[src/rtl/parking_gate_arbiter.sv]
// parking_gate_arbiter: shares the parking controller's single car-event port
// between NUM_GATES entry/exit lanes. Round-robin grant, vacancy check for
// entering cars, one strobe per served request, admit/deny reported to the gate.
//
// Gate handshake: a gate raises gate_req (valid) and holds it together with
// gate_is_uni/gate_is_exit until it sees gate_ack (completion) for exactly one
// cycle; it drops gate_req at the edge that ends that ack cycle. The arbiter
// samples request and attributes only in IDLE. The gate being acked is masked
// out of that IDLE cycle's arbitration, so a still-high request is not served twice.
module parking_gate_arbiter #(
  parameter int NUM_GATES = 4,
  parameter int CNT_W     = 16
) (
  input  logic                 clk,
  input  logic                 reset,
  input  logic [NUM_GATES-1:0] gate_req,
  input  logic [NUM_GATES-1:0] gate_is_uni,
  input  logic [NUM_GATES-1:0] gate_is_exit,
  output logic [NUM_GATES-1:0] gate_ack,
  output logic [NUM_GATES-1:0] gate_admit,
  output logic                 car_entered,
  output logic                 is_uni_car_entered,
  output logic                 car_exited,
  output logic                 is_uni_car_exited,
  input  logic                 uni_is_vacated_space,
  input  logic                 is_vacated_space,
  output logic                 busy,
  output logic [CNT_W-1:0]     denied_count
);

  localparam int IDW = (NUM_GATES > 1) ? $clog2(NUM_GATES) : 1;

  typedef enum logic [1:0] {
    S_IDLE   = 2'd0,
    S_ISSUE  = 2'd1,
    S_SETTLE = 2'd2,
    S_ACK    = 2'd3
  } state_t;

  state_t               r_state;
  logic [IDW-1:0]       r_rr_ptr;
  logic [IDW-1:0]       r_id;
  logic                 r_is_uni;
  logic                 r_is_exit;
  logic                 r_admit;
  logic                 r_busy;
  logic [CNT_W-1:0]     r_denied;
  logic [NUM_GATES-1:0] r_gate_ack;
  logic [NUM_GATES-1:0] r_gate_admit;
  logic                 r_car_entered;
  logic                 r_uni_entered;
  logic                 r_car_exited;
  logic                 r_uni_exited;

  logic [NUM_GATES-1:0] w_req;
  logic                 w_found;
  logic [IDW-1:0]       w_win_id;

  // Round-robin search starting at r_rr_ptr; the gate currently acked is excluded.
  always_comb begin
    w_req    = gate_req & ~r_gate_ack;
    w_found  = 1'b0;
    w_win_id = '0;
    for (int i = 0; i < NUM_GATES; i++) begin
      if (!w_found && w_req[(int'(r_rr_ptr) + i) % NUM_GATES]) begin
        w_found  = 1'b1;
        w_win_id = IDW'((int'(r_rr_ptr) + i) % NUM_GATES);
      end
    end
  end

  // Transaction FSM with all outputs registered; strobes and acks default low.
  always_ff @(posedge clk or posedge reset) begin
    if (reset) begin
      r_state       <= S_IDLE;
      r_rr_ptr      <= '0;
      r_id          <= '0;
      r_is_uni      <= 1'b0;
      r_is_exit     <= 1'b0;
      r_admit       <= 1'b0;
      r_busy        <= 1'b0;
      r_denied      <= '0;
      r_gate_ack    <= '0;
      r_gate_admit  <= '0;
      r_car_entered <= 1'b0;
      r_uni_entered <= 1'b0;
      r_car_exited  <= 1'b0;
      r_uni_exited  <= 1'b0;
    end else begin
      r_gate_ack    <= '0;
      r_gate_admit  <= '0;
      r_car_entered <= 1'b0;
      r_uni_entered <= 1'b0;
      r_car_exited  <= 1'b0;
      r_uni_exited  <= 1'b0;
      case (r_state)
        S_IDLE: begin
          if (w_found) begin
            r_id      <= w_win_id;
            r_is_uni  <= gate_is_uni[w_win_id];
            r_is_exit <= gate_is_exit[w_win_id];
            r_busy    <= 1'b1;
            r_state   <= S_ISSUE;
          end else begin
            r_busy    <= 1'b0;
          end
        end
        S_ISSUE: begin
          // Exits always pass; entries need a free slot of the matching class.
          r_admit <= r_is_exit | (r_is_uni ? uni_is_vacated_space : is_vacated_space);
          r_busy  <= 1'b1;
          r_state <= S_SETTLE;
        end
        S_SETTLE: begin
          if (r_admit) begin
            if (r_is_exit) begin
              r_car_exited  <= 1'b1;
              r_uni_exited  <= r_is_uni;
            end else begin
              r_car_entered <= 1'b1;
              r_uni_entered <= r_is_uni;
            end
          end else if (r_denied != {CNT_W{1'b1}}) begin
            r_denied <= r_denied + 1'b1;
          end
          r_busy  <= 1'b1;
          r_state <= S_ACK;
        end
        S_ACK: begin
          r_gate_ack[r_id]   <= 1'b1;
          r_gate_admit[r_id] <= r_admit;
          r_rr_ptr <= (r_id == IDW'(NUM_GATES - 1)) ? '0 : r_id + 1'b1;
          r_busy   <= 1'b0;
          r_state  <= S_IDLE;
        end
        default: begin
          r_busy  <= 1'b0;
          r_state <= S_IDLE;
        end
      endcase
    end
  end

  assign gate_ack           = r_gate_ack;
  assign gate_admit         = r_gate_admit;
  assign car_entered        = r_car_entered;
  assign is_uni_car_entered = r_uni_entered;
  assign car_exited         = r_car_exited;
  assign is_uni_car_exited  = r_uni_exited;
  assign busy               = r_busy;
  assign denied_count       = r_denied;

endmodule

[config.mk]
export PLATFORM = sky130hd
export DESIGN_NAME = parking_gate_arbiter
export DESIGN_NICKNAME = d
export VERILOG_FILES = /design/src/rtl/parking_gate_arbiter.sv
export SDC_FILE = /design/constraint.sdc
export NUM_CORES = 1
export LEC_CHECK = 0
export CAP_MARGIN = 5
export CELL_PAD_IN_SITES_DETAIL_PLACEMENT = 2
export CELL_PAD_IN_SITES_GLOBAL_PLACEMENT = 2
export CORE_MARGIN = 2
export CORE_UTILIZATION = 32
export DETAILED_ROUTE_END_ITERATION = 12
export HOLD_SLACK_MARGIN = 0.06
export PLACE_DENSITY_LB_ADDON = 0.08
export REMOVE_ABC_BUFFERS = 1
export SYNTH_ARGS = -nofsm -noshare
export SYNTH_HDL_FRONTEND = slang
export SYNTH_SLANG_ARGS = --single-unit
[constraint.sdc]
create_clock -name clk -period 1.8 [get_ports clk]
set_input_delay 0.18 -clock clk [delete_from_list [all_inputs] [get_ports clk]]
set_output_delay 0.18 -clock clk [all_outputs]
set_load 0.1 [all_outputs]
==> After elaboration in Yosys (flattened, before gate mapping) <==
Cells that the tools add are included.
{ "word_totals": {"ff_bits": 38, "latchBits": 0, "ramBits": 0, "mem_bits_ro": 0, "in_bits": 16, "elab_cells": 99, "mem_count": 0} }
{ "op_classes": {"add_sub_neg": 5, "n_mul": 0, "n_div": 0, "magnitude_cmp": 7, "n_eq_ne": 6, "n_shift": 0, "muxes": 45, "bitwise": 8, "n_reduce_logical": 14} }
{ "op_table": {"columns": ["operator", "count"], "rows": [
  ["two-way mux 1 bit", 28],
  ["adder 16 x 1 -> 16 bit (second input constant)", 1],
  ["inequality test 16 bit (second input constant)", 1],
  ["binary-select mux 1 bit (select 2 bit)", 6],
  ["less-than comparator 3 x 4 -> 1 bit (second input constant)", 3],
  ["two-way mux 2 bit", 6],
  ["less-than comparator 2 x 3 -> 1 bit (second input constant)", 3],
  ["bitwise AND 4 bit", 2],
  ["two-way mux 4 bit", 2],
  ["case mux 2 bit (4 select lines)", 1],
  ["OR reduction 2 bit", 4],
  ["== test 2 bit (second input constant)", 3],
  ["adder 2 x 1 -> 2 bit (second input constant)", 2],
  ["adder 2 bit (second input constant)", 2],
  ["logical AND 1 bit", 4],
  ["inverter 4 bit", 1],
  ["bitwise AND 1 bit (first input constant)", 3],
  ["logical NOT 1 bit", 3],
  ["case mux 1 bit (3 select lines)", 1],
  ["AND reduction 3 bit", 1],
  ["demux 1 bit (select 2 bit)", 1],
  ["== test 2 x 1 -> 1 bit (second input constant)", 1],
  ["greater-or-equal comparator 2 x 1 -> 1 bit (second input constant)", 1],
  ["logical NOT 2 bit", 1],
  ["other kinds (4)", 4]
]} }

==> Longest topological paths before layout <==
{ "depth": {"depth_word": 16, "ltp_mapped": 7, "mapped_depth_nobuf": 7} }

==> Worst setup path after synthesis <==
No wires, ideal clock.
{ "synth_timing": {"path_type": "register to register", "startpoint": "reg r_denied[4] (netlist: denied_count[4])", "endpoint": "reg r_denied[1] (netlist: denied_count[1])", "arrival_ps": 2274, "setup_slack_ps": -600, "path_stages_with_launch": 7, "path_buffers": 1, "synth_period_minus_slack_ps": 2400, "path_cell_list": "dfrtp_1 and4_4 and2_4 buf_8 nand4_4 o21ai_4 mux2_4"} }
{ "synth_between": {"elab_chain_len": 2} }
{ "synth_rtl": {"columns": ["element", "line_no", "text"], "rows": [
  ["start: declaration", "47", "logic [CNT_W-1:0] r_denied;"],
  ["start signal: assignment", "124", "r_denied <= r_denied + 1'b1;"],
  ["inequality test 16 bit", "123", "end else if (r_denied != {CNT_W{1'b1}}) begin"],
  ["AND reduction 3 bit (no line)", null, null]
]} }
Every way passes these cells.
A chain may end at the register's enable or synchronous reset.

==> Worst setup path after layout <==
{ "layout_timing": {"startpoint": "reg r_gate_ack[1] (netlist: gate_ack[1])", "endpoint": "reg r_is_uni"} }
{ "layout_between": {"elab_chain_len": 16, "word_cells_on_any_way": 30, "classes_between": "mux (21); bitwise (2); reduce/logical (7)"} }
{ "layout_rtl": {"columns": ["element", "line_no", "text"], "rows": [
  ["start: declaration", "48", "logic [NUM_GATES-1:0] r_gate_ack;"],
  ["start signal: assignment", "83", "r_gate_ack <= '0;"],
  ["start signal: assignment", "90", "r_gate_ack <= '0;"],
  ["start signal: indexed assignment", "130", "r_gate_ack[r_id] <= 1'b1;"],
  ["inverter 4 bit (*)", "61", "w_req = gate_req & ~r_gate_ack;"],
  ["bitwise AND 4 bit (*)", "61", null],
  ["binary-select mux 1 bit (select 2 bit)", "65", "if (!w_found && w_req[(int'(r_rr_ptr) + i) % NUM_GATES]) begin"],
  ["two-way mux 1 bit (not written as such)", "65", null],
  ["two-way mux 1 bit", "65", null],
  ["logical NOT 1 bit", "65", null],
  ["logical AND 1 bit", "65", null],
  ["two-way mux 1 bit", "65", null],
  ["logical NOT 1 bit", "65", null],
  ["logical AND 1 bit", "65", null],
  ["two-way mux 1 bit", "65", null],
  ["logical NOT 1 bit", "65", null],
  ["logical AND 1 bit", "65", null],
  ["two-way mux 2 bit", "65", null],
  ["binary-select mux 1 bit (select 2 bit)", "100", "r_is_uni <= gate_is_uni[w_win_id];"],
  ["two-way mux 1 bit (not written as such)", "100", null],
  ["end signal: assignment", "100", null],
  ["end: declaration", "43", "logic r_is_uni;"]
]} }
Every way passes the cells marked *; elsewhere a longest branch is shown, timed or not. The select of a mux whose other input is x is not followed.

==> results.toml <==
[cells_and_area]
nFillCells = 618
final_area_um2 = 2610
diodes = 0
fin_nets = 252
drive_gt1_frac = 0.330
area_delta_synth_final_pct = 37.2

[sta]
fin_crit_sh = 0.959
slew_violations = 0
worstMarginPinSlew_ns = 0.490
fmaxAchievable_mhz = 579
finalHoldViolCount = 0
finalClockSkew_ns = 0.00548
holdWs_ns = 0.306
maxSlewHeadroom = 0.673
fin_crit_ns = 1.73
setup_violations = 0

[synthesis]
synth_cells = 165
synth_edf_count = 0
ys_types = 46
synth_flop_cell = "dfrtp_1"
avgSynthCellArea_um2 = 11.5
netlist_area_um2 = 1900
async_reset_ff_frac = 1.00
synth_warnings = 0
ys_seq_elements = 38
yosysSeqAreaShare = 0.500

[setup_path]
crit_path_max_fanout = 5
reg2reg_from = "gate_ack[1]"
r2r_setup_slack_ns = 0.07
critical_path_arrival_ns = 1.92
ff2ff_path_depth = 5
worstSetupPathType = "reg2reg"
worstReg2RegEnd = "r_is_uni"
start_kind = "flip-flop"
required_ns = 1.99
critPathLaunch = "gate_ack[1]"
cp-endpoint = "r_is_uni"
cp-end-kind = "flip-flop"

[placement]
gp_congestion = 0.816
port_buffers = 44
post-dp-hpwl_um = 3910
placed_cell_area_um2 = 2470

[cts]
cts_sinks = 38
clkLatencyLatePin_ns = 0.29
tritoncts = "done"
clk_pin_slew_ns = 0.08
numCtsBuffers = 5
cts_max_level = 2
clockBufferDepth = 2
root_buffer = "clkbuf_8"

[detailed_routing]
wirelength_um = 4970
drc_errors = 0
postRouteAntennaNets = 0
vias = 1484
wl_per_cell_um = 16.5
drt-initial-drc-count = 41
routed_via_density = 4.91
dr.pass1.iters = 4

[worst_hold_path]
hold_path_class = "in2async"

[floorplanning]
die-width_um = 81.1
start_util = 0.327
die-area_um2 = 6580
core_um2 = 5820
io_pins = 45
rows = 28
dieHeight_um = 81.1

[power]
leakage_nw = 1.28
p_per_area_nw_per_um2 = 1560
vdd_ir_drop_max_mv = 0.807

[grt]
gr-total-overflow = 0
grt_pass1_wl_um = 8220
grt_max_degree = 39
antenna_found_initial = 0
grt_pass1_vias = 1677
track_usage = 0.167

[outcome]
status = "finished, final reports clean"

[job]
maxCapViolCount = 0
[power by group]
group,switching [W],total (W),internal (W)
registers,0.000213,0.00129,0.00108
clock network,0.000310,0.000619,0.000309
logic,0.00149,0.00215,0.000662
total,0.00201,0.00406,0.00205
[layout by cell type (no fill, tap or decap), types with 4 or more instances in the layout]
| cell type | instances |
|---|---|
| a211oi_1 | 4 |
| and2_1 | 5 |
| and3_1 | 5 |
| buf_4 | 39 |
| clkbuf_8 | 6 |
| clkdlybuf4s50_1 | 15 |
| dfrtp_1 | 37 |
| ha_1 | 9 |
| inv_1 | 7 |
| mux2_2 | 4 |
| mux2i_1 | 4 |
| nand2_1 | 11 |
| nand3_1 | 4 |
| nor2_1 | 7 |
| nor2b_1 | 4 |
| xnor2_1 | 6 |
| xor2_1 | 6 |
[metrics by stage]
step	setup slack, ns	TNS (ns)	power (W)	std cells	util
floorplan	-0.540	-5.91	0.00285	162	-
global placement	-0.0389	-0.0389	0.00337	293	0.424
detailed placement	-0.0905	-0.156	0.00347	293	0.424
CTS	0.0578	0	0.00409	301	0.440
global route	-0.0117	-0.0117	0.00432	302	0.449
finish	0.0736	0	0.00406	302	0.449
[worst max-delay path: stages, from the launching register on]
cell      delay (ns)
dfrtp_1         0.44
nand2b_4        0.18
a311o_1         0.38
and2_2          0.23
mux2i_1         0.14
a221oi_1        0.26
[state kept, by name (all words and copies together) (netlist names)]
register and cells:
denied_count 16, gate_ack 4, gate_admit 4, r_id 2, r_rr_ptr 2, r_state 2
busy 1, car_entered 1, car_exited 1, is_uni_car_entered 1, is_uni_car_exited 1, r_admit 1
r_is_exit 1, r_is_uni 1
[repair_timing]
| item | in CTS | in global routing |
|---|---|---|
| hold buffers | 0 | 0 |
| endpoints found under the setup margin | 0 | 6 |
| gates resized for setup | 0 | 11 |
| setup buffers | 0 | 1 |
| hold endpoints to repair | 0 | 0 |
[how the worst min path moves through the flow]
stage	start	to	slack, ns	cells past startpoint
2_1_floorplan	reset	busy	0.37	1
6_report	reset	gate_ack[0]	0.31	3
4_1_cts	reset	denied_count[12]	0.34	3
3_5_place_dp	r_is_exit	is_uni_car_entered	0.50	1
3_3_place_gp	denied_count[7]	denied_count[7]	0.48	1
5_1_grt	reset	denied_count[12]	0.37	3
[kinds of logic after synthesis]
group | after synthesis | synth area share
fa+ha+maj | 10 | 0.0658
mux | 9 | 0.0526
compound gates | 23 | 0.102
buf+inv | 11 | 0.0283
simple gates | 61 | 0.191
xor+xnor | 13 | 0.0599
flops | 38 | 0.500
[per-layer routing]
| metal | vias to the layer above | track usage | routed length (µm) |
|---|---|---|---|
| li1 | 698 | - | - |
| met3 | 6 | 0.0333 | 145 |
| met2 | 28 | 0.317 | 2750 |
| met4 | 0 | 0.0508 | 61 |
| met5 | - | 0 | 0 |
| met1 | 752 | 0.186 | 2010 |
[Yosys cell counts, types with 5 or more instances]
master,n,area [µm²]
dfrtp_1,38,951
nand2_1,11,41.3
ha_1,10,125
inv_1,8,30.0
nor2_1,7,26.3
xnor2_1,7,61.3
and2_1,6,37.5
nand3_1,6,30.0
xor2_1,6,52.6
and3_1,5,31.3
[layout make-up]
| type | count | area, µm² | area share |
|---|---|---|---|
| timing repair buffer | 57 | 503 | 0.193 |
| tap | 75 | 93.8 | 0.0360 |
| multi-input combinational | 116 | 940 | 0.360 |
| clock buffer | 7 | 86.3 | 0.0331 |
| clock inverter | 1 | 5.00 | 0.00192 |
| inverter | 8 | 30.0 | 0.0115 |
| sequential | 38 | 952 | 0.365 |
(Power assumes the default switching activity.)
